--- src/rtl/capture_sequencer_pkg.sv ---
// capture_pkg: shared types and constants for the capture sequencer.
//   state_t   : sequencer FSM states (IDLE, LIVE, DRAIN)
//   ch_w()    : ceil(log2(n)) with a minimum of 1, sizes the channel index
//   *_DEF     : default parameter widths
package capture_pkg;

  typedef enum logic [1:0] {
    IDLE  = 2'd0,
    LIVE  = 2'd1,
    DRAIN = 2'd2
  } state_t;

  localparam int N_CH_DEF  = 8;
  localparam int TS_W_DEF  = 16;
  localparam int CNT_W_DEF = 16;

  function automatic int ch_w(input int n);
    int w;
    w = 1;
    while ((1 << w) < n) w++;
    return w;
  endfunction

endpackage

--- src/rtl/capture_sequencer_if.sv ---
// capture_sequencer_if: readout port shared by all capture channels.
//   rd_valid : entry valid (master -> slave)
//   rd_ready : consumer ready (slave -> master)
//   rd_ch    : captured channel index
//   rd_ts    : first-hit timestamp, present only with CAPTURE_TS_EN
// Handshake: an entry transfers on every clock edge where rd_valid and
// rd_ready are both high; while rd_valid is high and rd_ready is low the
// master holds rd_ch/rd_ts stable; rd_valid never depends on rd_ready.
interface capture_sequencer_if
  import capture_pkg::*;
#(
  parameter int N_CH = N_CH_DEF
`ifdef CAPTURE_TS_EN
  , parameter int TS_W = TS_W_DEF
`endif
);
  localparam int CH_W = ch_w(N_CH);

  logic            rd_valid;
  logic            rd_ready;
  logic [CH_W-1:0] rd_ch;
`ifdef CAPTURE_TS_EN
  logic [TS_W-1:0] rd_ts;
`endif

`ifdef CAPTURE_TS_EN
  modport master (output rd_valid, output rd_ch, output rd_ts, input rd_ready);
  modport slave  (input rd_valid, input rd_ch, input rd_ts, output rd_ready);
`else
  modport master (output rd_valid, output rd_ch, input rd_ready);
  modport slave  (input rd_valid, input rd_ch, output rd_ready);
`endif

endinterface

--- src/rtl/capture_prio_enc.sv ---
// capture_prio_enc: combinational lowest-set-bit encoder.
//   req : N_CH request bits
//   idx : index of the lowest set bit (0 when none set)
//   any : at least one bit set
module capture_prio_enc #(
  parameter int N_CH = 8,
  parameter int CH_W = 3
) (
  input  logic [N_CH-1:0] req,
  output logic [CH_W-1:0] idx,
  output logic            any
);

  // Scan from the top so the lowest set bit is the last one written.
  always_comb begin
    idx = '0;
    any = |req;
    for (int i = N_CH - 1; i >= 0; i--) begin
      if (req[i]) idx = CH_W'(i);
    end
  end

endmodule

--- src/rtl/capture_sequencer.sv ---
// capture_sequencer: per-spill controller for a bank of sticky capture flags.
// A rising edge on live (seen in IDLE) starts a spill and clears the flags;
// get events are collected while LIVE; the falling edge snapshots the flags
// and the set is drained lowest index first over the rd port.
// Optional feature macro: CAPTURE_TS_EN (per-channel first-hit timestamps).
// Ports:
//   clk, rst_n  : clock, asynchronous active-low reset
//   live        : spill gate level (synchronous)
//   get         : per-channel capture events
//   rd          : readout port (capture_sequencer_if.master)
//   busy        : state is LIVE or DRAIN
//   spill_done  : one-cycle pulse when a drain completes
//   overrun     : sticky, a spill started while draining
//   spill_cnt   : accepted spill counter (wraps)
//   dbg_state   : current FSM state
module capture_sequencer
  import capture_pkg::*;
#(
  parameter int N_CH = N_CH_DEF,
`ifdef CAPTURE_TS_EN
  parameter int TS_W = TS_W_DEF,
`endif
  parameter int CNT_W = CNT_W_DEF
) (
  input  logic              clk,
  input  logic              rst_n,
  input  logic              live,
  input  logic [N_CH-1:0]   get,
  capture_sequencer_if.master rd,
  output logic              busy,
  output logic              spill_done,
  output logic              overrun,
  output logic [CNT_W-1:0]  spill_cnt,
  output state_t            dbg_state
);

  localparam int CH_W = ch_w(N_CH);

  state_t            state_q, state_d;
  logic [N_CH-1:0]   flags_q, flags_d;
  logic [N_CH-1:0]   pend_q, pend_d, pend_nxt;
  logic              live_d_q;
  logic              rd_valid_q, rd_valid_d;
  logic [CH_W-1:0]   rd_ch_q, rd_ch_d;
  logic              busy_q, busy_d;
  logic              spill_done_q, spill_done_d;
  logic              overrun_q, overrun_d;
  logic [CNT_W-1:0]  spill_cnt_q, spill_cnt_d;
  logic              rise, fall;
  logic [CH_W-1:0]   enc_idx;
  logic              enc_any;

  assign rise = live & ~live_d_q;
  assign fall = ~live & live_d_q;

  // Pending set after this cycle's transfer; the encoder looks ahead so the
  // next entry is presented the cycle right after a handshake.
  always_comb begin
    pend_nxt = pend_q;
    if (rd_valid_q && rd.rd_ready) pend_nxt = pend_q & ~(N_CH'(1) << rd_ch_q);
  end

  capture_prio_enc #(.N_CH(N_CH), .CH_W(CH_W)) u_enc (
    .req (pend_nxt),
    .idx (enc_idx),
    .any (enc_any)
  );

`ifdef CAPTURE_TS_EN
  logic [TS_W-1:0] ts_cnt_q, ts_cnt_d;
  logic [TS_W-1:0] ts_q [N_CH];
  logic [TS_W-1:0] ts_d [N_CH];
  logic [TS_W-1:0] rd_ts_q, rd_ts_d;
`endif

  always_comb begin
    state_d      = state_q;
    flags_d      = flags_q;
    pend_d       = pend_q;
    rd_valid_d   = rd_valid_q;
    rd_ch_d      = rd_ch_q;
    spill_done_d = 1'b0;
    overrun_d    = overrun_q;
    spill_cnt_d  = spill_cnt_q;
`ifdef CAPTURE_TS_EN
    ts_cnt_d = ts_cnt_q;
    ts_d     = ts_q;
    rd_ts_d  = rd_ts_q;
`endif
    case (state_q)
      IDLE: begin
        if (rise) begin
          // Clear and capture in one step: a get in the rise cycle survives.
          flags_d     = get;
          spill_cnt_d = spill_cnt_q + CNT_W'(1);
          state_d     = LIVE;
`ifdef CAPTURE_TS_EN
          ts_cnt_d = '0;
          for (int i = 0; i < N_CH; i++) if (get[i]) ts_d[i] = '0;
`endif
        end
      end
      LIVE: begin
        flags_d = flags_q | get;
`ifdef CAPTURE_TS_EN
        ts_cnt_d = (ts_cnt_q == '1) ? ts_cnt_q : ts_cnt_q + TS_W'(1);
        for (int i = 0; i < N_CH; i++) begin
          if (get[i] && !flags_q[i]) ts_d[i] = ts_cnt_d;
        end
`endif
        if (fall) begin
          pend_d  = flags_q | get;
          state_d = DRAIN;
        end
      end
      DRAIN: begin
        if (rise) overrun_d = 1'b1;
        pend_d = pend_nxt;
        if (enc_any) begin
          rd_valid_d = 1'b1;
          rd_ch_d    = enc_idx;
`ifdef CAPTURE_TS_EN
          rd_ts_d = ts_q[enc_idx];
`endif
        end else begin
          rd_valid_d   = 1'b0;
          spill_done_d = 1'b1;
          state_d      = IDLE;
        end
      end
      default: state_d = IDLE;
    endcase
    busy_d = (state_d != IDLE);
  end

  always_ff @(posedge clk or negedge rst_n) begin
    if (!rst_n) begin
      state_q      <= IDLE;
      flags_q      <= '0;
      pend_q       <= '0;
      live_d_q     <= 1'b1;
      rd_valid_q   <= 1'b0;
      rd_ch_q      <= '0;
      busy_q       <= 1'b0;
      spill_done_q <= 1'b0;
      overrun_q    <= 1'b0;
      spill_cnt_q  <= '0;
    end else begin
      state_q      <= state_d;
      flags_q      <= flags_d;
      pend_q       <= pend_d;
      live_d_q     <= live;
      rd_valid_q   <= rd_valid_d;
      rd_ch_q      <= rd_ch_d;
      busy_q       <= busy_d;
      spill_done_q <= spill_done_d;
      overrun_q    <= overrun_d;
      spill_cnt_q  <= spill_cnt_d;
    end
  end

`ifdef CAPTURE_TS_EN
  always_ff @(posedge clk or negedge rst_n) begin
    if (!rst_n) begin
      ts_cnt_q <= '0;
      rd_ts_q  <= '0;
      for (int i = 0; i < N_CH; i++) ts_q[i] <= '0;
    end else begin
      ts_cnt_q <= ts_cnt_d;
      rd_ts_q  <= rd_ts_d;
      for (int i = 0; i < N_CH; i++) ts_q[i] <= ts_d[i];
    end
  end
  assign rd.rd_ts = rd_ts_q;
`endif

  assign rd.rd_valid  = rd_valid_q;
  assign rd.rd_ch     = rd_ch_q;
  assign busy         = busy_q;
  assign spill_done   = spill_done_q;
  assign overrun      = overrun_q;
  assign spill_cnt    = spill_cnt_q;
  assign dbg_state    = state_q;

endmodule

--- src/flat_wrapper.sv ---
// flat-port wrapper written by rule: the top's interface ports become plain ports
module capture_sequencer_flat import capture_pkg::*;
#(
  parameter int N_CH = N_CH_DEF,

  parameter int CNT_W = CNT_W_DEF
)
  (clk, rst_n, live, get, busy, spill_done, overrun, spill_cnt, dbg_state, rd_rd_valid, rd_rd_ch, rd_rd_ready);
  capture_sequencer_if #(.N_CH(N_CH)) rd_i ();
  input  logic clk;
  input  logic rst_n;
  input  logic live;
  input  logic [N_CH-1:0] get;
  output logic busy;
  output logic spill_done;
  output logic overrun;
  output logic [CNT_W-1:0] spill_cnt;
  output state_t dbg_state;
  output wire logic [$bits(rd_i.rd_valid)-1:0] rd_rd_valid;
  output wire logic [$bits(rd_i.rd_ch)-1:0] rd_rd_ch;
  input wire logic [$bits(rd_i.rd_ready)-1:0] rd_rd_ready;
  assign rd_rd_valid = rd_i.rd_valid;
  assign rd_rd_ch = rd_i.rd_ch;
  assign rd_i.rd_ready = rd_rd_ready;
  capture_sequencer #(.N_CH(N_CH), .CNT_W(CNT_W)) u_core (.clk(clk), .rst_n(rst_n), .live(live), .get(get), .rd(rd_i), .busy(busy), .spill_done(spill_done), .overrun(overrun), .spill_cnt(spill_cnt), .dbg_state(dbg_state));
endmodule
--- config.mk ---
export PLATFORM = sky130hd
export DESIGN_NAME = capture_sequencer_flat
export DESIGN_NICKNAME = d
export VERILOG_FILES = /design/src/rtl/capture_sequencer_pkg.sv /design/src/rtl/capture_sequencer_if.sv /design/src/rtl/capture_prio_enc.sv /design/src/rtl/capture_sequencer.sv /design/src/flat_wrapper.sv
export SDC_FILE = /design/constraint.sdc
export NUM_CORES = 1
export LEC_CHECK = 0
export CORE_MARGIN = 2
export CORE_UTILIZATION = 45
export CTS_CLUSTER_SIZE = 25
export DETAILED_ROUTE_END_ITERATION = 16
export GPL_TIMING_DRIVEN = 0
export PLACE_DENSITY = 0.79
export SETUP_SLACK_MARGIN = 0.05
export SLEW_MARGIN = 20
export SYNTH_ARGS = -nofsm -noshare
export SYNTH_HDL_FRONTEND = slang
export SYNTH_SLANG_ARGS = --single-unit
--- constraint.sdc ---
create_clock -name clk -period 3.7 [get_ports clk]
set_input_delay 0.925 -clock clk [delete_from_list [all_inputs] [get_ports clk]]
set_output_delay 0.925 -clock clk [all_outputs]
set_load 0.05 [all_outputs]
==> out/metrics.csv, run 1 <==
stage,metric,value,unit
final_layout,layout_commonest_cell,dfrtp_1,
global_routing,grt_use_total,0.187,
clock_network,cts_tree,built,
setup_path,path_max_fanout,7,
clock_network,root_buffer,clkbuf_8,
global_routing,use_met3,0.0559,
global_routing,grt_pass1_vias,1499,
floorplanning,die-area,4680,sq um
setup_path,startpoint,rd_rd_ready,
timing,finalSetupViolCount,0,
final_layout,antenna_cells,0,
drt,vias_per_cell,5.51,
power,peakVddDrop,0.459,mV
timing,fmax,0.346,GHz
logic_synthesis,avgSynthCellArea,10.6,sq um
timing,worst_pin_slew,0.682,ns
power,total_power,1.92,mW
logic_synthesis,async_flop_share,1.00,
min_path,hold_class,reg2reg,
timing,period_needed,2.89,ns
drt,num_vias,1492,
final_layout,final_cell_mix,"41 x dfrtp_1, 35 x clkdlybuf4s50_1, 19 x nand2_1",
setup_path,crit_chain,clkdlybuf4s50_1 > nand3_1 > o31ai_1 > nand4_1 > o21ai_1 > mux2_2,
placed_design,port-buffer-count,36,
logic_synthesis,yosys_warnings,0,
logic_synthesis,synth.top_cell.area_share,0.550,
drt,drt_iter0_drc,61,
timing,finalCritPeriodShare,0.781,
logic_synthesis,ys_types,34,
clock_network,clk_pin_slew,0.07,ns
final_layout,syn_to_final_growth,30.1,%
global_routing,grt_overflow,0,
timing,slew_headroom,0.539,
power,combPwrFrac,0.419,
floorplanning,core-area,4000,sq um
setup_path,crit_type,in2reg,
timing,rsz0062_at_grt,false,
logic_synthesis,syn-num-nets,189,
floorplanning,initial_core_util,0.467,
setup_path,critPathArrivalTime,3.07,ns
setup_path,path_buf_inv,1,
floorplanning,die_w,68.4,microns
setup_path,r2r-start,u_core.rd.rd_valid,
setup_path,crit_path_start_kind,input port,
logic_synthesis,syn_inst,176,
power,internal_power,1.13,mW
global_routing,grt-busiest-layer,met2,
power,seqPwrFrac,0.385,
job,cap_violations,0,
clock_network,cts_hold_buf,0,
floorplanning,io_pins,37,
drt,drcViolationCount,0,
drt,ant_nets,0,
clock_network,htree_levels,2,
logic_synthesis,ys_top_cells_by_area,"dfrtp_1 55%, xnor2_1 5.2%, o21ai_0 4.6%",
setup_path,required,3.88,ns
clock_network,max-clock-path-buffers,2,
drt,wl_per_cell,13.7,microns
power,switching_share,0.410,
power,pwr-share-clk,0.196,
logic_synthesis,ys_seq_elements,42,
final_layout,drive_above_1_share,0.0679,
floorplanning,rows,23,
logic_synthesis,synth_edf_count,0,
setup_path,cp_slowest_cell,clkdlybuf4s50_1,
power,switchingPower,0.788,mW
setup_path,r2r_setup_slack,1.50,ns
placed_design,hpwlAfterDp,2.77,mm
drt,first_pass_iters,4,
global_routing,grt_pass1_wl,6.41,mm
global_routing,grt_max_degree,25,
logic_synthesis,syn_area,1870,sq um
power,power_density,792,nW/um^2
clock_network,clk_latency,0.30,ns
timing,fin_worst_skew,0.00451,ns
clock_network,post_cts_buffers,0,
setup_path,worstSetupEndpointType,flip-flop,
floorplanning,die_h,68.4,microns
min_path,min-delay-start,u_core.overrun,
placed_design,placed_cells,263,
timing,final-hold-violation-count,0,
global_routing,grt_util_met2,0.322,
clock_network,cts-resized-gates,0,
global_routing,met1_usage,0.208,
status,status,finished clean,
global_routing,antenna_found_initial,0,
drt,routed_wl,3.72,mm
timing,tns,0,ns
power,p_leak,1.01,nW
logic_synthesis,yosysSeqAreaShare,0.564,
placed_design,place_congestion,0.884,
final_layout,layoutNonFillerInstCount,271,
setup_path,max_stage_delay,0.48,ns
timing,hold_ws,0.459,ns
setup_path,cpLargestDelayFamily,compound AO/OA/AOI/OAI gates,
logic_synthesis,yosysTopAreaCell,dfrtp_1,
logic_synthesis,ys.flop_type,dfrtp_1,
clock_network,clock_sinks,42,
timing,slew_violations,0,
clock_network,cts_buffers,5,
final_layout,layout.nets,233,
## metrics by stage
stage | area [sq um] | setup slack (ns) | util
final | 2430 | 0.811 | 0.607
after global routing | 2430 | 0.594 | 0.607
after CTS | 2430 | 0.835 | 0.607
after detailed placement | 2310 | 0.521 | 0.578
after global placement | 2290 | 0.515 | 0.572
after floorplan | 1870 | 1.26 | -
## cells in the mapped netlist (2+ instances only)
cell type	number
dfrtp_1	41
nand2_1	19
o21ai_0	17
nor2_1	16
xnor2_1	11
a22o_1	8
o211ai_1	8
nand3_1	7
nand4_1	5
nand2b_1	4
nor3_1	4
xor2_1	4
clkbuf_1	3
nor2b_1	3
o21a_1	3
a21oi_1	2
a31oi_1	2
o21ai_1	2
o31ai_1	2
## power groups by stage
stage	sequential, mW	combinational, mW	clock, mW
after floorplan	0.954	0.341	0
after global placement	0.745	0.791	0
after detailed placement	0.747	0.808	0
after CTS	0.740	0.811	0.385
after global routing	0.764	0.886	0.405
final	0.741	0.805	0.377
## area by class of cell
type,count,area [sq um]
flip-flops and latches,42,1050
inverters,1,3.75
clock buffers,7,86.3
clock inverters,1,30.0
well taps,50,62.6
multi-input cells,129,795
repair buffers,37,383
fillers,370,1570
plain buffers,4,16.3
## flip-flops by register name, summed over array words and instances, names as in the netlist
| signal | flops |
|---|---|
| u_core.live_d_q | 1 |
| u_core.pend_q | 8 |
| u_core.spill_done | 1 |
| u_core.busy | 1 |
| u_core.spill_cnt | 16 |
| u_core.rd.rd_valid | 1 |
| u_core.overrun | 1 |
| u_core.flags_q | 8 |
| u_core.rd.rd_ch | 3 |
| u_core.dbg_state | 2 |
## kinds of logic after synthesis
kind of cell	after synthesis	share of synthesized area
buf+inv	5	0.0107
compound gates	46	0.162
flops	42	0.564
simple gates	66	0.181
fa+ha+maj	1	0.00670
xor+xnor	15	0.0704
mux	1	0.00603
## worst register-to-register path, stage by stage, from the launching register on
cell     delay [ns]
dfrtp_1        0.40
nand3_1        0.25
o31ai_1        0.45
nand4_1        0.26
o21ai_1        0.35
mux2_2         0.38
## worst paths after layout
kind                                       endpoint  cells past startpoint
worst max-delay path             u_core.rd.rd_ch[1]                      6
worst min-delay path                 u_core.overrun                      1
worst max register to register   u_core.rd.rd_ch[1]                      5
worst min register to register       u_core.overrun                      1
max in group asynchronous        u_core.rd.rd_ch[0]                      2
min in group asynchronous       u_core.spill_cnt[5]                      1
## per-layer routing
layer / routed length (microns) / part of all wire / vias to the layer above
met5: 0 / 0 / -
met4: 76 / 0.020 / 0
met3: 156 / 0.042 / 12
met2: 1850 / 0.50 / 35
met1: 1640 / 0.44 / 726
li1: - / - / 719
Power figures use the tool's default switching activity.
==> run 2: changes to the inputs <==
--- a/config.mk
+++ b/config.mk
@@ -10,7 +10,7 @@
 export CTS_CLUSTER_SIZE = 25
 export DETAILED_ROUTE_END_ITERATION = 16
 export GPL_TIMING_DRIVEN = 0
-export PLACE_DENSITY = 0.79
+export PLACE_DENSITY = 0.82
 export SETUP_SLACK_MARGIN = 0.05
 export SLEW_MARGIN = 20
 export SYNTH_ARGS = -nofsm -noshare
==> constraint.sdc (replaced) <==
create_clock -name clk -period 2.5 [get_ports clk]
set_input_delay 0.625 -clock clk [delete_from_list [all_inputs] [get_ports clk]]
set_output_delay 0.625 -clock clk [all_outputs]
set_load 0.05 [all_outputs]
==> out/metrics.csv, run 2 (same netlist as run 1, synthesis figures left out) <==
stage,metric,value,unit
clock_network,max-clock-path-buffers,2,
drt,ant_nets,0,
setup_path,crit_type,in2reg,
final_layout,layoutNonFillerInstCount,272,
clock_network,htree_levels,2,
global_routing,grt_use_total,0.200,
final_layout,fillers,336,
placed_design,place_ws,-0.481,ns
floorplanning,initial_core_util,0.467,
clock_network,cts_tree,built,
drt,drcViolationCount,0,
drt,drt_iter0_drc,89,
placed_design,hpwlAfterDp,2.90,mm
final_layout,largest_reg_flops,16,
floorplanning,io_pins,37,
job,cap_violations,0,
timing,worst_pin_slew,0.603,ns
clock_network,clk_pin_slew,0.08,ns
floorplanning,core-area,4000,sq um
setup_path,critPathArrivalTime,2.54,ns
timing,finalSetupViolCount,0,
drt,vias_per_cell,5.57,
clock_network,clock_sinks,42,
drt,first_pass_iters,4,
final_layout,layout_commonest_cell,dfrtp_1,
timing,finalCritPeriodShare,0.942,
timing,final-hold-violation-count,0,
final_layout,syn_to_final_growth,33.4,%
timing,rsz0062_at_grt,true,
timing,fmax,0.425,GHz
final_layout,drive_above_1_share,0.113,
floorplanning,rows,23,
timing,period_needed,2.36,ns
drt,num_vias,1515,
floorplanning,die-area,4680,sq um
global_routing,grt_pass1_vias,1460,
final_layout,antenna_cells,0,
timing,fin_worst_skew,0.00469,ns
floorplanning,die_h,68.4,microns
drt,routed_wl,4.05,mm
power,power_density,1180,nW/um^2
setup_path,crit_path_start_kind,input port,
floorplanning,die_w,68.4,microns
clock_network,clk_latency,0.30,ns
final_layout,final_cell_mix,"41 x dfrtp_1, 34 x clkdlybuf4s50_1, 19 x nand2_1",
power,p_leak,1.03,nW
timing,slew_violations,0,
min_path,hold_class,in2async,
status,status,finished clean,
setup_path,worstSetupEndpointType,flip-flop,
placed_design,port-buffer-count,36,
drt,wl_per_cell,14.9,microns
placed_design,place_congestion,0.887,
setup_path,required,2.68,ns
placed_design,dpl_cell_area,2310,sq um
global_routing,antenna_found_initial,0,
global_routing,grt_pass1_wl,6.66,mm
power,peakVddDrop,0.808,mV
global_routing,grt_max_degree,23,
final_layout,layout.nets,234,
power,total_power,2.95,mW
clock_network,cts_buffers,5,
clock_network,root_buffer,clkbuf_8,
global_routing,grt_overflow,0,
placed_design,placed_cells,263,
setup_path,path_max_fanout,7,
final_layout,fin_area,2490,sq um
timing,setup_slack,0.144,ns
timing,slew_headroom,0.596,
==> run 2: path summary, 6_finish.rpt <==
path	from	end	slack (ns)	cells after the start
setup / recovery	rd_rd_ready	u_core.busy	0.14	6
hold / removal	rst_n	u_core.spill_cnt[4]	0.29	1
setup reg to reg	u_core.dbg_state[1]	u_core.spill_cnt[15]	0.41	5
hold reg to reg	u_core.overrun	u_core.overrun	0.46	1
max in group asynchronous	rst_n	u_core.live_d_q	1.65	2
min in group clk	u_core.overrun	u_core.overrun	0.46	1
==> run 2: cell type report <==
class | instances | area (sq um) | share of cell area
Sequential cell | 42 | 1050 | 0.423
Multi-Input combinational cell | 129 | 852 | 0.342
Timing Repair Buffer | 38 | 393 | 0.158
Clock buffer | 6 | 72.6 | 0.0291
Tap cell | 50 | 62.6 | 0.0251
Clock inverter | 2 | 37.5 | 0.0151
Buffer | 4 | 16.3 | 0.00653
Inverter | 1 | 3.75 | 0.00151
==> run 2: power by group <==
| group | switching [mW] | internal, mW | leakage [nW] | total [mW] |
|---|---|---|---|---|
| registers | 0.235 | 0.907 | 0.516 | 1.14 |
| clock network | 0.241 | 0.298 | 0.0514 | 0.538 |
| logic | 0.785 | 0.484 | 0.458 | 1.27 |
==> run 2: stage by stage <==
step / hold WS (ns) / utilization / setup TNS [ns]
6_report: 0.291 / 0.622 / 0
5_1_grt: 0.317 / 0.622 / 0
4_1_cts: 0.301 / 0.611 / 0
3_5_place_dp: 0.444 / 0.578 / -2.91
3_3_place_gp: 0.442 / 0.572 / -10.43
2_1_floorplan: 0.329 / - / 0
==> run 2: what timing repair did <==
item | in CTS | in global routing
hold buffers | 0 | 0
setup buffers | 0 | 1
endpoints found under the setup margin | 4 | 4
resized for setup | 7 | 9
==> run 2: routing by layer <==
metal  vias up  part of all wire  global-route usage  wire, microns
met3         6             0.058              0.0641            233
li1        722                 -                   -              -
met5         -                 0                   0              0
met4         0             0.019              0.0800             76
met1       736              0.44               0.243           1780
met2        51              0.48               0.327           1960
==> run 2: critical path, cell delays in order <==
cell and delay, ns:
clkdlybuf4s50_1 0.51, nand3_2 0.20, o31ai_4 0.29, nand4_1 0.24, o21ai_2 0.29, or3b_1 0.39
==> patch: new RTL, flow settings as in run 2 <==
Change the package constant `N_CH_DEF` from 8 to 9.
--- a/src/rtl/capture_sequencer_pkg.sv
+++ b/src/rtl/capture_sequencer_pkg.sv
@@ -11,5 +11,5 @@
   } state_t;
 
-  localparam int N_CH_DEF  = 8;
+  localparam int N_CH_DEF  = 9;
   localparam int TS_W_DEF  = 16;
   localparam int CNT_W_DEF = 16;
Interface: changed (resized get and rd_rd_ch); port bits go from 37 to 39. The function was not compared with the original's and may differ.
==> patch against run 2 <==
Sequential power grew 6%. Global-route usage shrank 1.7 points. Power grew 10%. Critical path type unchanged. Area after synthesis grew 17%. Worst setup slack lost 0.021 ns. Sequential cell count grew 3. Design area grew 11%. Routed wire length grew 16%. Final cell count grew 16%. Fmax shrank 0.89%. Utilization shrank 3.2 points. Die area grew 16%. Clock power shrank 20%. Register-to-register slack lost 0.17 ns.
==> patch: results (changes against run 2) <==
qor: yosys.synth_common_cells sky130_fd_sc_hd__dfrtp_1 (44), sky130_fd_sc_hd__o21ai_0 (24), sky130_fd_sc_hd__nor2_1 (22)
qor: global_routing.grt_use_met2 27.7% [-5.0 points]
qor: global_routing.globalRouteMet3Util 4.25% [-2.2 points]
qor: routing.vias_per_instance 5.68 [+2.0%]
qor: setup_path.critical_path.endpoint u_core.rd.rd_ch[0]$_DFFE_PN0P_
qor: sta.worstMarginPinSlew 0.595 ns [-0.00814 ns]
qor: setup_path.worst_path_largest_cell_delay 0.54 ns [+0.03 ns]
qor: pwr.sw_power 1.44 mW [+14%]
qor: yosys.synth.yosys.seq_area_share 51.7% [-4.7 points]
qor: setup_path.rrSetupSlack 0.24 ns [-0.17 ns]
qor: yosys.synth.area.top_cells sky130_fd_sc_hd__dfrtp_1 (50%), sky130_fd_sc_hd__o21ai_0 (5.5%), sky130_fd_sc_hd__a22o_1 (4.0%)
qor: run_status.outcome complete, no violations
qor: setup_path.crit_path_max_fanout 8 [+1]
qor: placed_design.numPortBuffers 38 [+5.6%]
qor: pwr.power.density_cell_area 1180 mW/mm² [-0.66%]
qor: yosys.post_synth_fa_ha_maj_area_fraction 0.573% [-0.097 points]
qor: yosys.post_synth_num_cell_types 46 [+35%]
qor: setup_path.r2r_start u_core.rd.rd_ch[0]$_DFFE_PN0P_
qor: yosys.syn-num-nets 227 [+20%]
qor: routing.routed-wl-met2 2240 µm [+14%]
qor: setup_path.reg2regPathDepth 7 [+2]
qor: placed_design.placement.cell_area 0.00265 mm² [+14%]
qor: placed_design.gp_routability_congestion 0.863 [-2.8%]
qor: placed_design.dp_worst_setup_slack -0.409 ns [+0.0718 ns]
qor: placed_design.detailedPlacementHpwl 3420 µm [+18%]
qor: global_routing.global_route_wire_length_before_repair 7600 µm [+14%]
qor: layout.layout.nets 275 [+18%]
qor: clocking.postCtsResizedCells 1 [-6]
qor: routing.first_iter_violations 102 [+15%]
qor: pwr.static-leakage-power 1.17 nW [+14%]
patch: cell type report:
cell class	count	area [µm²]
fillers	403	1920
flip-flops and latches	45	1130
multi-input cells	155	1020
repair buffers	42	418
clock buffers	7	76.3
well taps	54	67.6
plain buffers	9	42.5
inverters	3	11.3
clock inverters	1	7.51
patch: worst min path at each step:
stage	startpoint	end	slack, ns
4_1_cts	rst_n	u_core.dbg_state[0]$_DFF_PN0_	0.23
3_3_place_gp	u_core.overrun$_DFFE_PN0P_	u_core.overrun$_DFFE_PN0P_	0.44
3_5_place_dp	u_core.overrun$_DFFE_PN0P_	u_core.overrun$_DFFE_PN0P_	0.45
2_1_floorplan	rst_n	u_core.busy$_DFF_PN0_	0.33
5_1_grt	rst_n	u_core.flags_q[0]$_DFFE_PN0P_	0.24
6_report	rst_n	u_core.pend_q[0]$_DFFE_PN0P_	0.23
patch: worst max-delay path: cells and delay by family:
kind | cells | cell delay, ns
compound gates | 2 | 0.43
mux | 1 | 0.34
simple gates | 2 | 0.42
buf+inv | 2 | 0.74
